`config.mk`:
```
export PLATFORM = sky130hd
export DESIGN_NAME = arb8_rr
export DESIGN_NICKNAME = d
export VERILOG_FILES = /design/src/rtl/arb8_rr.sv
export SDC_FILE = /design/constraint.sdc
export NUM_CORES = 1
export LEC_CHECK = 0
export BUFFER_PORTS_ARGS = -buffer_cell sky130_fd_sc_hd__clkbuf_2
export CAP_MARGIN = 20
export CORE_MARGIN = 4
export CORE_UTILIZATION = 50
export DETAILED_ROUTE_END_ITERATION = 12
export PLACE_DENSITY = 0.69
export SLEW_MARGIN = 20
export SYNTH_ARGS = -nofsm -noshare
export SYNTH_HDL_FRONTEND = slang
export SYNTH_SLANG_ARGS = --single-unit
```
`constraint.sdc`:
```
create_clock -name clk -period 8.1 [get_ports clk]
set_input_delay 1.62 -clock clk [delete_from_list [all_inputs] [get_ports clk]]
set_output_delay 1.62 -clock clk [all_outputs]
set_load 0.01 [all_outputs]
```
`src/rtl/arb8_rr.sv`:
```
// Eight-way bus arbiter with fixed-priority or round-robin selection.
// Registered one-hot grant, held until release or hold-limit preemption.
module arb8_rr #(
    parameter int MAX_HOLD = 16
) (
    input  logic       clk,
    input  logic       reset,
    input  logic [7:0] req,
    input  logic       mode,
    output logic [7:0] gnt,
    output logic [2:0] gnt_id,
    output logic       busy
);

    typedef enum logic {
        IDLE,
        GRANT
    } state_t;

    localparam logic [7:0] HOLD_LAST = 8'(MAX_HOLD - 1);

    state_t     state_q, state_d;
    logic [7:0] gnt_q, gnt_d;
    logic [2:0] id_q, id_d;
    logic [7:0] cnt_q, cnt_d;
    logic [2:0] last_q, last_d;

    logic [7:0] cand;
    logic [7:0] arb_v;
    logic [2:0] win;
    logic       take;

    // Fixed: highest set index. Round-robin: first set bit after `last`.
    function automatic logic [2:0] pick(
        input logic [7:0] v,
        input logic       rr,
        input logic [2:0] last
    );
        logic [2:0] w;
        logic [2:0] idx;
        logic       found;
        w     = '0;
        found = 1'b0;
        if (!rr) begin
            for (int i = 0; i < 8; i++) begin
                if (v[i]) w = 3'(i);
            end
        end else begin
            for (int k = 1; k <= 8; k++) begin
                idx = last + 3'(k);
                if (v[idx] && !found) begin
                    w     = idx;
                    found = 1'b1;
                end
            end
        end
        return w;
    endfunction

    always_comb begin
        state_d = state_q;
        gnt_d   = gnt_q;
        id_d    = id_q;
        cnt_d   = cnt_q;
        last_d  = last_q;
        take    = 1'b0;
        cand    = req & ~gnt_q;
        arb_v   = (state_q == IDLE) ? req : cand;
        win     = pick(arb_v, mode, last_q);
        unique case (state_q)
            IDLE: begin
                if (|req) take = 1'b1;
            end
            GRANT: begin
                if (!req[id_q] || (cnt_q == HOLD_LAST && |cand)) begin
                    if (|cand) begin
                        take = 1'b1;
                    end else begin
                        state_d = IDLE;
                        gnt_d   = '0;
                        cnt_d   = '0;
                    end
                end else if (cnt_q != HOLD_LAST) begin
                    cnt_d = cnt_q + 8'd1;
                end
            end
        endcase
        if (take) begin
            state_d = GRANT;
            gnt_d   = 8'b1 << win;
            id_d    = win;
            last_d  = win;
            cnt_d   = '0;
        end
    end

    always_ff @(posedge clk) begin
        if (reset) begin
            state_q <= IDLE;
            gnt_q   <= '0;
            id_q    <= '0;
            cnt_q   <= '0;
            last_q  <= 3'd7;
        end else begin
            state_q <= state_d;
            gnt_q   <= gnt_d;
            id_q    <= id_d;
            cnt_q   <= cnt_d;
            last_q  <= last_d;
        end
    end

    assign gnt    = gnt_q;
    assign gnt_id = id_q;
    assign busy   = |gnt_q;

endmodule

```
==> reports/results.md <==
| Stage | Quantity | Value |
|:---|:---|:---|
| outcome | Run status | finished, final reports clean |
| cells and area | Filler Cells Inserted | 427 |
| power and ir drop | Leakage dissipation | 0.999 nW |
| power and ir drop | Share of power burned in the clock network | 0.084 |
| cts | # hold bufs at CTS | 0 |
| power and ir drop | Internal power consumption | 0.422 mW |
| yosys | Main flop type after synthesis | dfxtp_1 |
| cells and area | Final net count | 300 |
| yosys | Share of synthesized area spent on multiplexers | 0.217 |
| yosys | Cell area after technology mapping | 2320 um2 |
| timing | Final count of negative-setup-slack endpoints | 0 |
| critical path | Type of the worst setup path | in2reg |
| floorplanning | Die Width | 76.1 um |
| yosys | Cell count after synthesis | 273 |
| timing | Transition time at the pin with the least slew margin | 0.868 ns |
| floorplanning | Die area | 5800 um2 |
| yosys | Complex-gate fraction of the synthesized area | 0.275 |
| grt | Initial antenna violation count | 0 |
| timing | Number of max-slew violations in the final report | 0 |
| power and ir drop | Fraction of power spent switching nets | 0.505 |
| cells and area | Sequential standard cell area | 460 um2 |
| critical path | Worst path arrival time | 4.32 ns |
| placement | Final weighted congestion in routability-driven placement | 0.946 |
| power and ir drop | Worst IR Drop VDD | 0.138 mV |
| timing | Clock Skew | 0.00164 ns |
| power and ir drop | Register share of total power | 0.222 |
| placement | Port-buffer cells | 22 |
| cts | Maximum root-to-sink buffer count | 2 |
| yosys | Post-synthesis net count | 287 |
| yosys | Portion of the post-synthesis area used by sequential elements | 0.198 |
| floorplanning | Die boundary height | 76.1 um |
| cells and area | Post-Route Utilization | 0.553 |
| run | Number of violations of the max-capacitance limit | 0 |
| placement | HPWL Detailed | 4520 um |
| grt | Total global routing track utilization | 0.209 |
| critical path | Critical path startpoint category | input port |
| timing | TNS Setup | 0 ns |
| power and ir drop | Power per cell area | 349 nW/um2 |
| yosys | Async set-or-reset flop fraction in the synthesized netlist | 0 |
| critical path | Worst Path Max Fanout | 8 |
| cells and area | Synth-to-layout area growth | 5.23% |
| cts | Setup Buffers After CTS | 0 |
| grt | Largest net degree at the start of global routing | 26 |
| timing | Final cycle utilization of the critical path | 0.513 |
| detailed routing | # DRC | 0 |
| cells and area | Number of antenna repair diodes | 0 |
| grt | Wire length of the first global-routing pass | 10400 um |
| floorplanning | Effective utilization at floorplan | 0.526 |
| critical path | Data required time of the worst path | 8.26 ns |
| cells and area | Area used by multi-input combinational logic | 1710 um2 |
| cts | Clk root buf | clkbuf_8 |
| timing | Time the final worst path needs with I/O delays and setup | 4.16 ns |
| yosys | Number of different library cells in the post-synthesis netlist | 59 |
| detailed routing | Average vias per placed instance | 6.48 |
| cells and area | Filler-free cell count of the finished design | 337 |
| detailed routing | Total Routed Length | 5870 um |
| min path | Hold Crit Class | reg2reg |
| detailed routing | Detail Route Antenna Nets | 0 |
| cts | Number of H-tree branching levels | 1 |
| timing | RSZ-0062 raised after global routing | no |
| yosys | Area share of xor/xnor cells in the synthesized design | 0.0367 |
| cells and area | Share of cells above drive strength 1 | 0.211 |
| grt | Total overflow reported by the global router | 0 |
| timing | Worst setup slack after layout | 3.94 ns |
| yosys | Simple-gate share of the synthesized area | 0.192 |
| placement | Placed Cells | 333 |
| cts | Number of gates resized after cts | 0 |
| timing | Peak clock frequency supported by timing | 241 MHz |
| floorplanning | Core Rows | 24 |
| yosys | EDFF count, synth | 0 |
| cts | TritonCTS Sinks | 23 |
| cts | Later-pin clock latency in the skew report | 0.27 ns |
| yosys | Post-synthesis adder-cell area fraction | 0.0162 |
| grt | Vias in the first global route | 2108 |
| timing | Slew margin rel. | 0.421 |
| floorplanning | Num ports | 23 |
| detailed routing | Routed wire length per instance | 17.4 um |
| detailed routing | DRT iter0 DRCs | 237 |
| yosys | Warning count from the yosys run | 0 |
| yosys | Average cell area after synthesis | 8.50 um2 |
| cts | Clock Pin Slew Worst Setup and Hold Paths | 0.08 ns |
| power and ir drop | Switching Power | 0.430 mW |
| cts | CTS tree | done |
| cts | TritonCTS buffer count | 3 |
| yosys | #FFs+latches synth | 23 |
| power and ir drop | Combinational Power Share | 0.694 |
| yosys | Largest family of logic cells by synthesized area | compound AO/OA/AOI/OAI gates |
| placement | Post-Place Setup Slack | 3.80 ns |
| timing | Total count of hold-check failures in the final report | 0 |
| detailed routing | DR pass1 iterations | 5 |
| floorplanning | Core area | 4410 um2 |
| detailed routing | Via total after detailed routing | 2183 |
| critical path | Type of destination of the critical path | register |
==> final timing paths <==
path                to  slack [ns]      start  cells after the start
min           cnt_q[3]        0.52   cnt_q[3]                      2
min reg2reg   cnt_q[3]        0.52   cnt_q[3]                      2
max          last_q[1]        3.94     req[7]                     10
max reg2reg  gnt_id[0]        4.15  last_q[0]                      9
==> per-layer routing <==
metal	GRT usage	routed length [um]	vias to the layer above
met3	0.0473	432	6
li1	-	-	1050
met2	0.318	2670	95
met4	0.0385	31	0
met1	0.303	2740	1032
met5	0	0	-
==> registers in the layout (all words and copies together) (netlist names) <==
name	flops
cnt_q	8
gnt	8
gnt_id	3
last_q	3
state_q	1
==> layout by cell type (no fill, tap or decap), types with 3 or more instances in the layout <==
| master | n |
|---|---|
| a211oi_1 | 5 |
| a21bo_2 | 5 |
| a21bo_4 | 3 |
| a21boi_0 | 3 |
| a21boi_1 | 5 |
| a21oi_1 | 14 |
| a31oi_1 | 5 |
| and2_1 | 3 |
| and3_1 | 5 |
| clkbuf_2 | 22 |
| clkbuf_8 | 3 |
| dfxtp_1 | 23 |
| ha_1 | 3 |
| inv_1 | 11 |
| mux2i_1 | 20 |
| mux4_2 | 12 |
| nand2_1 | 28 |
| nand2b_1 | 3 |
| nand3_1 | 5 |
| nor2_1 | 27 |
| nor3_1 | 6 |
| nor4_1 | 5 |
| o21ai_0 | 7 |
| o21ai_1 | 11 |
| o21ai_2 | 3 |
| o21bai_1 | 3 |
| o22ai_1 | 5 |
| xor2_1 | 4 |
==> logic make-up (layout without fill, tap and decap cells) <==
kind of cell / count (synthesis) / in the layout
xor gates and xnor gates: 8 / 8
AOI/OAI and AO/OA: 88 / 88
muxes: 34 / 34
adders and majority gates: 3 / 3
DFF: 23 / 23
and+or+nand+nor: 90 / 90
buffers and inverters: 27 / 39
==> worst max-delay path, stage by stage <==
cell,delay (ns)
clkbuf_2,0.13
a21boi_0,0.32
mux2i_1,0.25
mux4_2,0.63
nor4bb_1,0.18
o32ai_1,0.36
a32oi_1,0.11
o21ai_1,0.39
and2_1,0.23
o21bai_1,0.08
==> synth_stat cells (3+ instances only) <==
cell,number,share of area
a31oi_1,5,0.013
a21bo_2,5,0.022
and2_1,3,0.0081
nor4_1,5,0.013
o21ai_0,7,0.015
o22ai_1,5,0.013
inv_1,11,0.018
o21ai_2,3,0.011
a211oi_1,5,0.016
a21boi_1,5,0.016
nor2_1,27,0.044
dfxtp_1,23,0.20
o21ai_1,11,0.024
nor3_1,6,0.013
ha_1,3,0.016
clkbuf_1,8,0.013
o21bai_1,3,0.0097
mux2i_1,20,0.086
a21boi_0,3,0.0097
xor2_1,4,0.015
nand3_1,5,0.011
nand2_1,28,0.045
nand2b_1,3,0.0081
mux4_2,12,0.12
a21oi_1,14,0.030
and3_1,5,0.013
a21bo_4,3,0.021
==> cell type report <==
cell class	instances	share of cell area
Inverter	13	0.0200
Clock buffer	3	0.0169
Clock inverter	1	0.00205
Tap cell	52	0.0266
Multi-Input combinational cell	223	0.701
Sequential cell	23	0.189
Timing Repair Buffer	22	0.0451
==> power by group through the flow <==
stage          clock, mW  sequential, mW  combinational, mW
3_3_place_gp           0           0.191              0.582
6_report          0.0720           0.189              0.591
4_1_cts           0.0741           0.188              0.579
3_5_place_dp           0           0.191              0.576
2_1_floorplan          0           0.166              0.483
5_1_grt           0.0804           0.196              0.644
==> per-stage QoR <==
stage	hold slack, ns	total power, mW	cell area [um2]
after floorplan	0.472	0.649	2320
after global placement	0.497	0.773	2400
after detailed placement	0.501	0.767	2400
after CTS	0.517	0.842	2440
after global routing	0.566	0.920	2440
final	0.519	0.852	2440
No activity file was read; power rests on OpenSTA's default activity.
